--- src/rtl/i2c_slave_fsm_pkg.sv ---
// i2c_slave_fsm_pkg: shared I2C state codes for the master and slave FSMs.
package i2c_slave_fsm_pkg;
  localparam logic [7:0] M_IDLE  = 8'h00;
  localparam logic [7:0] M_START = 8'h01;
  localparam logic [7:0] M_ADDR  = 8'h02;
  localparam logic [7:0] M_DATA  = 8'h03;
  localparam logic [7:0] M_ACK   = 8'h04;
  localparam logic [7:0] M_STOP  = 8'h05;
  localparam logic [7:0] SLV_IDLE       = 8'h10;
  localparam logic [7:0] SLV_ADDRESS    = 8'h11;
  localparam logic [7:0] SLV_ADDR_ACK   = 8'h12;
  localparam logic [7:0] SLV_WRITE_DATA = 8'h13;
  localparam logic [7:0] SLV_WRITE_ACK  = 8'h14;
  localparam logic [7:0] SLV_READ_DATA  = 8'h15;
  localparam logic [7:0] SLV_READ_ACK   = 8'h16;
  localparam logic [7:0] SLV_WAIT_STOP  = 8'h17;
  localparam logic [3:0] BYTE_BITS      = 4'd8;
  typedef enum logic [7:0] {
    S_IDLE       = SLV_IDLE,
    S_ADDRESS    = SLV_ADDRESS,
    S_ADDR_ACK   = SLV_ADDR_ACK,
    S_WRITE_DATA = SLV_WRITE_DATA,
    S_WRITE_ACK  = SLV_WRITE_ACK,
    S_READ_DATA  = SLV_READ_DATA,
    S_READ_ACK   = SLV_READ_ACK,
    S_WAIT_STOP  = SLV_WAIT_STOP
  } slv_state_e;
endpackage

--- src/rtl/i2c_sync_edge.sv ---
// i2c_sync_edge: 2-flop synchronizer plus history flop with rise/fall detect.
module i2c_sync_edge (
  input  logic clk,
  input  logic resetN,
  input  logic d,
  output logic q,
  output logic rise,
  output logic fall
);
  logic [2:0] sr_q, sr_d;
  assign sr_d = {sr_q[1:0], d};
  // Resets to 1 so an idle bus produces no spurious edges.
  always_ff @(posedge clk or negedge resetN)
    if (!resetN) sr_q <= 3'b111;
    else         sr_q <= sr_d;
  assign q    = sr_q[1];
  assign rise = sr_q[1] & ~sr_q[2];
  assign fall = ~sr_q[1] & sr_q[2];
endmodule

--- src/rtl/i2c_slave_fsm.sv ---
// i2c_slave_fsm: I2C target FSM with address match, byte write/read and open-drain ACK.
module i2c_slave_fsm
  import i2c_slave_fsm_pkg::*;
#(
  parameter logic [6:0] SLAVE_ADDR = 7'h50
) (
  input  logic       clk,
  input  logic       resetN,
  input  logic       scl_in,
  input  logic       sda_in,
  output logic       sda_oe,
  output logic [7:0] rx_data,
  output logic       rx_valid,
  input  logic [7:0] tx_data,
  output logic       tx_req,
  output logic       busy,
  output logic [7:0] state
);
  logic scl_s, scl_rise, scl_fall, sda_s, sda_rise, sda_fall;
  logic scl_hi2, start_det, stop_det;
  slv_state_e state_q, state_d;
  logic [3:0] cnt_q, cnt_d, cnt_inc;
  logic [7:0] shift_q, shift_d, rx_data_q, rx_data_d;
  logic oe_q, oe_d, rx_valid_q, rx_valid_d, tx_req_q, tx_req_d, busy_q, busy_d;

  i2c_sync_edge u_scl (.clk(clk), .resetN(resetN), .d(scl_in), .q(scl_s), .rise(scl_rise), .fall(scl_fall));
  i2c_sync_edge u_sda (.clk(clk), .resetN(resetN), .d(sda_in), .q(sda_s), .rise(sda_rise), .fall(sda_fall));

  // SCL high in current and previous sample: high now and not a fresh rise.
  assign scl_hi2   = scl_s & ~scl_rise;
  assign start_det = sda_fall & scl_hi2;
  assign stop_det  = sda_rise & scl_hi2;
  assign cnt_inc   = (cnt_q == BYTE_BITS) ? cnt_q : cnt_q + 4'd1;

  always_comb begin
    state_d    = state_q;
    cnt_d      = cnt_q;
    shift_d    = shift_q;
    oe_d       = oe_q;
    rx_data_d  = rx_data_q;
    rx_valid_d = 1'b0;
    tx_req_d   = 1'b0;
    busy_d     = busy_q;
    if (stop_det) begin
      state_d = S_IDLE;
      oe_d    = 1'b0;
      busy_d  = 1'b0;
      cnt_d   = 4'd0;
    end else if (start_det) begin
      state_d = S_ADDRESS;
      oe_d    = 1'b0;
      cnt_d   = 4'd0;
    end else if (scl_rise) begin
      case (state_q)
        S_ADDRESS, S_WRITE_DATA: begin
          shift_d = {shift_q[6:0], sda_s};
          cnt_d   = cnt_inc;
          if (state_q == S_WRITE_DATA && cnt_q == 4'd7) begin
            rx_data_d  = {shift_q[6:0], sda_s};
            rx_valid_d = 1'b1;
          end
        end
        S_READ_DATA: cnt_d = cnt_inc;
        S_READ_ACK:  shift_d = {shift_q[6:0], sda_s};
        default: ;
      endcase
    end else if (scl_fall) begin
      case (state_q)
        S_ADDRESS:
          if (cnt_q == BYTE_BITS) begin
            state_d = (shift_q[7:1] == SLAVE_ADDR) ? S_ADDR_ACK : S_WAIT_STOP;
            oe_d    = (shift_q[7:1] == SLAVE_ADDR);
            busy_d  = busy_q | (shift_q[7:1] == SLAVE_ADDR);
          end
        S_WRITE_DATA:
          if (cnt_q == BYTE_BITS) begin
            state_d = S_WRITE_ACK;
            oe_d    = 1'b1;
          end
        S_WRITE_ACK: begin
          state_d = S_WRITE_DATA;
          oe_d    = 1'b0;
          cnt_d   = 4'd0;
        end
        S_READ_DATA:
          if (cnt_q == BYTE_BITS) begin
            state_d = S_READ_ACK;
            oe_d    = 1'b0;
          end else begin
            shift_d = {shift_q[6:0], 1'b0};
            oe_d    = ~shift_q[6];
          end
        // ADDR_ACK holds R/W in shift_q[0]; READ_ACK holds the master's ACK there.
        S_ADDR_ACK, S_READ_ACK: begin
          cnt_d = 4'd0;
          if ((state_q == S_ADDR_ACK) == shift_q[0]) begin
            state_d  = S_READ_DATA;
            tx_req_d = 1'b1;
            shift_d  = tx_data;
            oe_d     = ~tx_data[7];
          end else begin
            state_d = (state_q == S_ADDR_ACK) ? S_WRITE_DATA : S_WAIT_STOP;
            oe_d    = 1'b0;
          end
        end
        default: ;
      endcase
    end
  end

  always_ff @(posedge clk or negedge resetN)
    if (!resetN) begin
      state_q    <= S_IDLE;
      cnt_q      <= 4'd0;
      shift_q    <= 8'h00;
      oe_q       <= 1'b0;
      rx_data_q  <= 8'h00;
      rx_valid_q <= 1'b0;
      tx_req_q   <= 1'b0;
      busy_q     <= 1'b0;
    end else begin
      state_q    <= state_d;
      cnt_q      <= cnt_d;
      shift_q    <= shift_d;
      oe_q       <= oe_d;
      rx_data_q  <= rx_data_d;
      rx_valid_q <= rx_valid_d;
      tx_req_q   <= tx_req_d;
      busy_q     <= busy_d;
    end

  assign sda_oe   = oe_q;
  assign rx_data  = rx_data_q;
  assign rx_valid = rx_valid_q;
  assign tx_req   = tx_req_q;
  assign busy     = busy_q;
  assign state    = state_q;
endmodule

--- config.mk ---
export PLATFORM = sky130hd
export DESIGN_NAME = i2c_slave_fsm
export DESIGN_NICKNAME = d
export VERILOG_FILES = /design/src/rtl/i2c_slave_fsm_pkg.sv /design/src/rtl/i2c_sync_edge.sv /design/src/rtl/i2c_slave_fsm.sv
export SDC_FILE = /design/constraint.sdc
export NUM_CORES = 1
export LEC_CHECK = 0
export CAP_MARGIN = 20
export CORE_UTILIZATION = 50
export DETAILED_ROUTE_END_ITERATION = 12
export GPL_TIMING_DRIVEN = 0
export PLACE_DENSITY = 0.83
export SYNTH_ARGS = -nofsm -noshare
export SYNTH_HDL_FRONTEND = slang
export SYNTH_SLANG_ARGS = --single-unit
--- constraint.sdc ---
create_clock -name clk -period 2.1 [get_ports clk]
set_input_delay 0.525 -clock clk [delete_from_list [all_inputs] [get_ports clk]]
set_output_delay 0.525 -clock clk [all_outputs]
set_load 0.02 [all_outputs]
==> results.txt <==
----------------------------------------------------
[Die]
  Standard cell core area ... 3690 µm²
  Die width ... 64.2 µm
  Starting density of the core ... 52.4%
  Top-level port count ... 32
  Placement Rows ... 22
  Overall die area ... 4120 µm²
  Die height ... 64.2 µm

[CTS]
  CTS clock-pin slew for the worst setup and hold paths ... 0.06 ns
  CTS H-Tree Depth ... 2
  Total clock buffers created by CTS ... 5
  Clk_lat worst skew ... 0.29 ns
  Num Clock Sinks ... 33
  CTS tree ... built
  Quantity of hold-fixing buffers added after cts ... 0
  Maximum root-to-sink buffer count ... 2
  CTS root buffer ... clkbuf_8

[Layout]
  Fraction of final layout cells with drive strength greater than 1 ... 28.0%
  Layout overhead on the synthesized area ... 25.0%
  Final nets ... 235
  Final Instance Count excl. Fillers ... 266
  Filler Cell Count ... 301
  Area of all placed cells without fillers ... 2420 µm²
  Post-layout utilization of the core ... 65.5%
  Number of diodes added for antenna fixing ... 0

[Routing]
  Remaining routing DRC violations ... 0
  Routed len/inst ... 14.9 µm
  Detail Route Antenna Nets ... 0
  Total detailed-routing wirelength ... 3960 µm
  Vias per inst ... 5.83
  DRC violation total after the first TritonRoute iteration ... 115
  Length of the first detailed-routing pass in iterations ... 4
  Vias after detailed routing ... 1552

[Synth]
  Count of flip-flops with a built-in enable after synthesis ... 0
  Yosys top cell area share ... 35.0%
  Per-instance average area after synthesis ... 10.9 µm²
  Async SR Flop Fraction ... 100%
  Area of the mapped netlist ... 1930 µm²
  Share of the yosys chip area belonging to registers ... 43.1%
  Count of state elements after synthesis ... 33
  Most used flip-flop cell after synthesis ... dfrtp_1
  Count of yosys warnings during synthesis ... 0
  Gate count after technology mapping ... 178
  Cells taking the most area after synthesis ... dfrtp_1, mux2_2, dfstp_2
  Cell taking the most area after synthesis ... dfrtp_1
  Synth cell types ... 52

[Global route]
  Antenna violations before repair ... 0
  Wire length of the first global-routing pass ... 6390 µm
  Total grt overflow ... 0
  Pin count of the biggest net entering global routing ... 34
  Vias in the first global route ... 1452
  Combined global-route utilization of all metal layers ... 20.3%

[Power and ir drop]
  Combinational Power Share ... 40.7%
  Clock power frac ... 24.5%
  Total net switching power ... 0.000903 W
  IR Drop Worst-Case VDD ... 0.705 mV
  Cell internal power dissipation ... 0.00162 W
  Leakage power figure ... 1.05 nW
  Ratio of total power to cell area ... 1040 nW/µm²
  Sequential share of power ... 34.8%
  Sw Ratio ... 35.8%

[STA]
  Setup skew after layout ... 0.00357 ns
  Worst slew slack as a fraction of its limit ... 53.4%
  Count of endpoints failing hold in the final timing report ... 0
  Maximum clock frequency ... 0.494 GHz
  Final period util ... 96.3%
  Setup total negative slack ... 0 ns
  Max-slew violation total from the final report ... 0
  Clock period minus final worst setup slack ... 2.02 ns
  Final WS setup ... 0.0775 ns
  Measured slew at the worst slew-check pin ... 0.699 ns
  Unrepaired setup endpoints after global routing ... no
  Setup-failing EPs final ... 0

[Worst setup path]
  Data arrival, critical path ... 2.20 ns
  Bufs and invs on worst path ... 2
  CP max stage delay ... 0.57 ns
  Worst Setup End Kind ... flop
  CP Data Required Time ... 2.28 ns
  Startpoint type of the worst setup path ... flop
  Worst setup path class ... reg2reg
  Chain of cells forming the critical path ... ha_1 > inv_1 > a211oi_4 > and3_1 > buf_6 > mux2_4
  Cell with the largest stage delay on the worst path ... dfstp_2
  Maximum net fanout on the critical path ... 9
  Crit-path leading delay family ... flip-flops

[Placed design]
  Number of port buffers ... 26
  Placed cell area ... 2260 µm²
  Post-Place Setup Slack ... -0.0591 ns
  Total placed cells including tap cells ... 255
  Placed wire-length estimate after detailed placement ... 2710 µm
  Routability congestion estimate ... 0.906

[Outcome]
  Run status ... complete, no violations

[Hold path]
  Kind of path behind the tightest hold check ... in2async

[Run]
  Count of maximum capacitance violations ... 0

----------------------------------------------------
placed cells by master, fill, tap and decap left out, types with 6 or more instances in the layout:
master and instances:
mux2_4 8, dfstp_2 6, mux2_2 15, clkbuf_8 6, ha_1 6, clkdlybuf4s50_1 25, o21ai_0 8, inv_1 9
buf_4 8, a21oi_1 6, nand2_1 9, dfrtp_1 27
metal layers:
| layer | part of all wire [%] | up-vias | global-route usage [%] |
|---|---|---|---|
| met4 | 2.0 | 0 | 8.61 |
| met1 | 46 | 738 | 25.7 |
| met3 | 7.3 | 16 | 6.96 |
| li1 | - | 724 | - |
| met5 | 0 | - | 0 |
| met2 | 45 | 74 | 31.5 |
metrics by stage:
stage	power (W)	hold WS (ns)
after floorplan	0.00159	0.229
after global placement	0.00185	0.346
after detailed placement	0.00187	0.349
after CTS	0.00250	0.304
after global routing	0.00267	0.341
final	0.00252	0.277
area by class of cell:
type / count / area (µm²) / area share, %
sequential: 33 / 833 / 34.5
timing repair buffer: 29 / 278 / 11.5
multi-input combinational: 125 / 1010 / 41.6
clock buffer: 6 / 82.6 / 3.42
clock inverter: 2 / 37.5 / 1.55
tap: 48 / 60.1 / 2.49
buffer: 14 / 85.1 / 3.52
inverter: 9 / 33.8 / 1.40
final timing paths:
check / start / cells past startpoint / end / slack [ns]
worst max-delay path: u_scl.sr_q[1]$_DFF_PN1_ / 6 / rx_data[0]$_DFFE_PN0P_ / 0.08
worst min-delay path: resetN / 1 / cnt_q[1]$_DFFE_PN0P_ / 0.28
worst max register to register: u_scl.sr_q[1]$_DFF_PN1_ / 6 / rx_data[0]$_DFFE_PN0P_ / 0.08
worst min register to register: u_scl.sr_q[0]$_DFF_PN1_ / 0 / u_scl.sr_q[1]$_DFF_PN1_ / 0.36
max in group asynchronous: resetN / 1 / rx_data[1]$_DFFE_PN0P_ / 1.38
min in group clk: u_scl.sr_q[0]$_DFF_PN1_ / 0 / u_scl.sr_q[1]$_DFF_PN1_ / 0.36
logic make-up (layout without fill, tap and decap cells):
family / after synthesis / in the layout / share of synthesized area, %
other: 2 / 5 / 0.388
AO/OA/AOI/OAI: 46 / 46 / 17.6
flip-flops: 33 / 33 / 43.1
buffers and inverters: 23 / 60 / 6.02
adder cells (fa/ha/maj): 6 / 6 / 3.88
AND/OR/NAND/NOR: 43 / 43 / 12.8
XOR/XNOR: 2 / 2 / 1.29
multiplexers: 23 / 23 / 15.0
synth_stat cells (all sizes together) (2+ instances only):
cell type and count:
mux2 23, dfrtp 27, o21ai 8, a31oi 3, nand4 2, nand3 5, nor2 6, nor3 3
o31ai 4, o32ai 3, and3 2, nand3b 4, buf 9, a21oi 6, ha 6, and2 2
inv 9, nand2 9, a21o 2, clkbuf 5, o22a 3, conb 2, nand2b 2, dfstp 6
o211ai 4, a211oi 3
state kept, by name, indices dropped and copies added (netlist names):
name        cells
shift_q         8
u_scl.sr_q      3
u_sda.sr_q      3
tx_req          1
rx_data         8
busy            1
cnt_q           4
state           3
sda_oe          1
rx_valid        1
power groups by stage:
stage	clock (W)	sequential, W	combinational (W)
finish	0.000619	0.000878	0.00103
global route	0.000663	0.000896	0.00111
CTS	0.000630	0.000878	0.000994
detailed placement	0	0.000888	0.000981
global placement	0	0.000880	0.000970
floorplan	0	0.000896	0.000697
repair_timing:
| action | 4_1_cts | 5_1_grt |
|---|---|---|
| resized for setup | 4 | 1 |
| endpoints found under the setup margin | 17 | 17 |
| pin swaps | 1 | 2 |
| buffers inserted | 0 | 3 |
Power figures use the tool's default switching activity.
